## config.mk

```make
export PLATFORM = sky130hd
export DESIGN_NAME = logic_pod_cmd_tx
export DESIGN_NICKNAME = d
export VERILOG_FILES = /design/src/rtl/logic_pod_cmd_tx.sv
export SDC_FILE = /design/constraint.sdc
export NUM_CORES = 1
export LEC_CHECK = 0
export CAP_MARGIN = 20
export CORE_MARGIN = 3
export CORE_UTILIZATION = 28
export CTS_BUF_LIST = sky130_fd_sc_hd__clkbuf_2 sky130_fd_sc_hd__clkbuf_4 sky130_fd_sc_hd__clkbuf_8
export DETAILED_ROUTE_END_ITERATION = 8
export HOLD_SLACK_MARGIN = 0.05
export SYNTH_ARGS = -nofsm -noshare
export SYNTH_HDL_FRONTEND = slang
export SYNTH_SLANG_ARGS = --single-unit
export TNS_END_PERCENT = 30
```

## constraint.sdc

```tcl
create_clock -name clk_250mhz -period 3.7 [get_ports clk_250mhz]
set_clock_uncertainty 0.05 [all_clocks]
set_input_delay 1.11 -clock clk_250mhz [delete_from_list [all_inputs] [get_ports clk_250mhz]]
set_output_delay 1.11 -clock clk_250mhz [all_outputs]
set_load 0.05 [all_outputs]
```

## src/rtl/logic_pod_cmd_tx.sv

```systemverilog
// logic_pod_cmd_tx: frames pod register-write commands as 5-byte UART packets with CRC-8
module logic_pod_cmd_tx #(
  parameter int   CLKS_PER_BIT = 2170,
  parameter logic TX_INVERT    = 1'b0
) (
  input  logic        clk_250mhz,
  input  logic        rst,
  input  logic        cmd_valid,
  output logic        cmd_ready,
  input  logic [7:0]  cmd_addr,
  input  logic [15:0] cmd_data,
  output logic        tx_serial,
  output logic        busy,
  output logic        frame_done
);
  typedef enum logic [1:0] {IDLE, START, DATA, STOP} state_t;
  localparam int TW = $clog2(CLKS_PER_BIT);
  localparam logic [TW-1:0] T_LAST = TW'(CLKS_PER_BIT - 1);
  state_t state, state_next;
  logic [TW-1:0] bit_timer, bit_timer_next;
  logic [2:0] bit_idx, bit_idx_next, byte_idx, byte_idx_next;
  logic [7:0] addr, crc, cur_byte;
  logic [15:0] data;
  logic tick, accept, last_stop, line_next;
  function automatic logic [7:0] crc8(input logic [23:0] m);
    logic [7:0] c;
    c = 8'h00;
    for (int i = 23; i >= 0; i--) c = {c[6:0], 1'b0} ^ ((c[7] ^ m[i]) ? 8'h07 : 8'h00);
    return c;
  endfunction
  assign tick      = bit_timer == T_LAST;
  assign accept    = cmd_valid && cmd_ready;
  assign last_stop = state == STOP && tick && byte_idx == 3'd4;
  assign crc       = crc8({addr, data});
  assign cur_byte  = byte_idx == 3'd0 ? 8'h55 : byte_idx == 3'd1 ? addr :
                     byte_idx == 3'd2 ? data[15:8] : byte_idx == 3'd3 ? data[7:0] : crc;
  // state, counters and captured command
  always_ff @(posedge clk_250mhz) begin
    if (rst) begin
      state     <= IDLE;
      bit_timer <= '0;
      bit_idx   <= '0;
      byte_idx  <= '0;
      addr      <= '0;
      data      <= '0;
    end else begin
      state     <= state_next;
      bit_timer <= bit_timer_next;
      bit_idx   <= bit_idx_next;
      byte_idx  <= byte_idx_next;
      if (accept) begin
        addr <= cmd_addr;
        data <= cmd_data;
      end
    end
  end
  // next state: every non-idle transition happens when the bit timer wraps
  always_comb begin
    state_next = state == IDLE ? (accept ? START : IDLE) :
                 !tick ? state :
                 state == START ? DATA :
                 state == DATA ? (bit_idx == 3'd7 ? STOP : DATA) :
                 (byte_idx == 3'd4 ? IDLE : START);
  end
  // next counter values and the line level the next state will drive
  always_comb begin
    bit_timer_next = (state == IDLE || tick) ? '0 : bit_timer + 1'b1;
    bit_idx_next   = (state == DATA && tick) ? bit_idx + 3'd1 : bit_idx;
    byte_idx_next  = (state == STOP && tick) ? (byte_idx == 3'd4 ? 3'd0 : byte_idx + 3'd1) : byte_idx;
    line_next      = state_next == START ? 1'b0 : state_next == DATA ? cur_byte[bit_idx_next] : 1'b1;
  end
  // registered outputs, so nothing reaches the pins combinationally
  always_ff @(posedge clk_250mhz) begin
    if (rst) begin
      tx_serial  <= 1'b1 ^ TX_INVERT;
      cmd_ready  <= 1'b1;
      busy       <= 1'b0;
      frame_done <= 1'b0;
    end else begin
      tx_serial  <= line_next ^ TX_INVERT;
      cmd_ready  <= state_next == IDLE;
      busy       <= state_next != IDLE;
      frame_done <= last_stop;
    end
  end
endmodule

```

==> flow_results.xml <==
<?xml version="1.0" encoding="UTF-8"?>
<metrics>
  <group name="outcome">
    <metric name="outcome" unit="">finished, final reports clean</metric>
  </group>
  <group name="die">
    <metric name="height_of_the_chip" unit="um">108</metric>
    <metric name="floorplan.core_area" unit="mm2">0.00995</metric>
    <metric name="rows" unit="">36</metric>
    <metric name="pin_count" unit="">31</metric>
    <metric name="die_area" unit="mm2">0.0117</metric>
    <metric name="floorplan.die.width" unit="um">108</metric>
    <metric name="initial_core_utilization" unit="">0.294</metric>
  </group>
  <group name="hold_path">
    <metric name="worst_hold_path_type" unit="">flip-flop to flip-flop</metric>
  </group>
  <group name="clocking">
    <metric name="ctsLongestPathBuffers" unit="">2</metric>
    <metric name="clock_tree.root_cell" unit="">clkbuf_8</metric>
    <metric name="cts-resized-gates" unit="">0</metric>
    <metric name="cts_hold_buf" unit="">0</metric>
    <metric name="cts_htree_levels" unit="">2</metric>
    <metric name="worst_skew_pair.late_latency" unit="ns">0.31</metric>
    <metric name="clk_pin_slew" unit="ns">0.09</metric>
    <metric name="cts_tree" unit="">done</metric>
    <metric name="cts_setup_buffers" unit="">0</metric>
    <metric name="cts_inserted_buffers" unit="">5</metric>
    <metric name="clock-sinks" unit="">48</metric>
  </group>
  <group name="power">
    <metric name="leakage" unit="nW">1.31</metric>
    <metric name="power-per-cell-area" unit="mW/mm2">419</metric>
    <metric name="fin_total_pwr" unit="mW">1.43</metric>
    <metric name="ir_drop" unit="mV">0.215</metric>
  </group>
  <group name="sta">
    <metric name="least_margin_pin_slew" unit="ns">0.793</metric>
    <metric name="setup-tns-final" unit="ns">0</metric>
    <metric name="post-route-min-period" unit="ns">2.78</metric>
    <metric name="hold_viol_final" unit="">0</metric>
    <metric name="finalMaxSlewViolations" unit="">0</metric>
    <metric name="report.final.setup_viol" unit="">0</metric>
    <metric name="rsz_0062_raised_after_global_routing" unit="">no</metric>
    <metric name="min_period_over_period" unit="">0.750</metric>
    <metric name="fin_ws" unit="ns">0.924</metric>
    <metric name="slew-limit-headroom" unit="">0.472</metric>
    <metric name="clock.fmax" unit="MHz">360</metric>
  </group>
  <group name="grt">
    <metric name="gr-total-overflow" unit="">0</metric>
    <metric name="global_route_wire_length_before_repair" unit="um">11100</metric>
    <metric name="antenna_found_initial" unit="">0</metric>
    <metric name="track_usage" unit="">0.118</metric>
    <metric name="first_global_vias" unit="">2287</metric>
    <metric name="largest_net_degree_at_the_start_of_global_routing" unit="">35</metric>
  </group>
  <group name="yosys">
    <metric name="synth_top_flop_cell" unit="">dfxtp_1</metric>
    <metric name="synth-seq-area-share" unit="">0.328</metric>
    <metric name="yosys.cell_count.top_type" unit="">nand2_1</metric>
    <metric name="yosys_warnings" unit="">0</metric>
    <metric name="yosysTopAreaCellShare" unit="">0.328</metric>
    <metric name="synth-edff-count" unit="">0</metric>
    <metric name="synthesis.area" unit="mm2">0.00293</metric>
    <metric name="synth.top_cells.by_count" unit="">64 x nand2_1, 48 x dfxtp_1, 35 x xnor2_1</metric>
    <metric name="syn_area_per_cell" unit="um2">8.53</metric>
    <metric name="ys_ff_latch" unit="">48</metric>
    <metric name="yosys.area.top_type" unit="">dfxtp_1</metric>
    <metric name="fraction_of_registers_with_async_set_or_reset_after_synthesis" unit="">0</metric>
    <metric name="synthesis.nets" unit="">383</metric>
    <metric name="yosys.cell_types.count" unit="">46</metric>
    <metric name="post_synth_inst_count" unit="">343</metric>
    <metric name="synth_top_cells_by_area" unit="">dfxtp_1 33%, xnor2_1 10%, nand2_1 8.2%</metric>
  </group>
  <group name="detailed_routing">
    <metric name="routed-via-count" unit="">2299</metric>
    <metric name="detailedRoute.firstPassIterationCount" unit="">4</metric>
    <metric name="post_route_ant_nets" unit="">0</metric>
    <metric name="route.detailed.drc" unit="">0</metric>
    <metric name="detail_route.iter0.violations" unit="">143</metric>
    <metric name="avgViaCountPerCell" unit="">4.62</metric>
    <metric name="wirelength" unit="um">6560</metric>
    <metric name="wl_per_cell" unit="um">13.2</metric>
  </group>
  <group name="critical_path">
    <metric name="setup.worst_path.class" unit="">flip-flop to flip-flop</metric>
    <metric name="critical_path.max_stage_delay" unit="ns">0.44</metric>
    <metric name="r2r_setup_slack" unit="ns">0.92</metric>
    <metric name="cp_data_required_time" unit="ns">3.85</metric>
    <metric name="cp_data_arrival_time" unit="ns">2.93</metric>
    <metric name="end_kind" unit="">flip-flop</metric>
    <metric name="path_max_fanout" unit="">5</metric>
    <metric name="cpMaxStageDelayCell" unit="">dfxtp_1</metric>
    <metric name="critical-path-top-cell-by-count" unit="">xnor3_1</metric>
    <metric name="path_cells" unit="">xnor3_1 &gt; xor3_1 &gt; xnor3_1 &gt; xnor2_1 &gt; a221o_1 &gt; o22ai_1 &gt; o2111a_1 &gt; a31oi_1</metric>
    <metric name="start_kind" unit="">flip-flop</metric>
  </group>
  <group name="final_layout">
    <metric name="sequential_cell_area_in_the_final_layout" unit="um2">961</metric>
    <metric name="num_antenna_cells" unit="">0</metric>
    <metric name="drive_gt1_frac" unit="">0.0438</metric>
    <metric name="finalInstanceArea" unit="mm2">0.00342</metric>
    <metric name="layout.nets" unit="">404</metric>
    <metric name="filler_cell_count" unit="">1052</metric>
    <metric name="syn_to_final_growth" unit="%">17.0</metric>
    <metric name="area_of_combinational_cells_with_multiple_inputs" unit="mm2">0.00186</metric>
  </group>
  <group name="run">
    <metric name="drv.max_cap_violation_count" unit="">0</metric>
  </group>
  <group name="placement">
    <metric name="gpl.final_weighted_congestion" unit="">0.893</metric>
    <metric name="detailedPlace.worstSlack" unit="ns">0.931</metric>
    <metric name="detailed_place.area" unit="mm2">0.00333</metric>
    <metric name="hpwlAfterDp" unit="um">4950</metric>
    <metric name="port_buffers" unit="">30</metric>
  </group>
</metrics>
## layer usage
layer,vias up,share of wire,global-route usage
li1,1187,-,-
met1,1062,0.47,0.158
met3,9,0.049,0.0227
met4,0,0.015,0.0442
met2,41,0.47,0.189
met5,-,0,0
## stage by stage
stage	utilization	std cells	hold slack (ns)
after detailed placement	0.335	490	0.425
after CTS	0.344	498	0.448
after floorplan	-	343	0.395
after global placement	0.335	490	0.411
final	0.344	498	0.440
after global routing	0.344	498	0.471
## layout by cell type (no fill, tap or decap), types with 4 or more instances in the layout
cell             synthesis  routed
nand3_1                 10      10
nor3b_1                  4       4
dfxtp_1                 48      48
o21ai_0                  8       8
a21oi_1                 34      34
inv_1                    9       9
nand2_1                 64      64
xnor3_1                  9       9
ha_1                    13      13
clkbuf_8                 0       5
nor2_1                  28      28
clkdlybuf4s50_1          0      30
xor2_1                  16      16
xnor2_1                 35      35
## worst max-delay path: cells and delay by family, from the launching register on
family          cells  cell delay (ns)
compound gates      4             0.76
xor+xnor            4             1.41
flops               1             0.44
## final cells by class
cell class | count | area share
flip-flops and latches | 48 | 0.281
inverters | 9 | 0.00986
clock buffers | 6 | 0.0223
multi-input cells | 268 | 0.542
repair buffers | 32 | 0.0921
clock inverters | 2 | 0.00475
well taps | 133 | 0.0486
## cell families (layout without fill, tap and decap cells)
logic type / count (synthesis) / after routing / synth area share
AOI/OAI and AO/OA: 59 / 59 / 0.119
DFF: 48 / 48 / 0.328
adders and majority gates: 13 / 13 / 0.0556
and+or+nand+nor: 131 / 131 / 0.207
xor gates and xnor gates: 62 / 62 / 0.238
muxes: 3 / 3 / 0.0145
buffers and inverters: 27 / 49 / 0.0376
## report_power, final
group	internal, mW	leakage, nW	switching [mW]
Combinational	0.298	0.873	0.239
Clock	0.142	0.0448	0.184
Sequential	0.540	0.392	0.0307
Total	0.980	1.31	0.454
## path summary, 6_finish.rpt
kind                startpoint      endpoint  cells after the start
setup reg to reg      data[14]     tx_serial                      8
hold / removal    bit_timer[0]  bit_timer[0]                      1
hold reg to reg   bit_timer[0]  bit_timer[0]                      1
setup / recovery      data[14]     tx_serial                      8
## flip-flops by register name, summed over array words and instances (netlist names)
name and flops:
data 16, addr 8, state 2, bit_timer 12
frame_done 1, byte_idx 3, busy 1, bit_idx 3
tx_serial 1, cmd_ready 1
(Power assumes the default switching activity.)
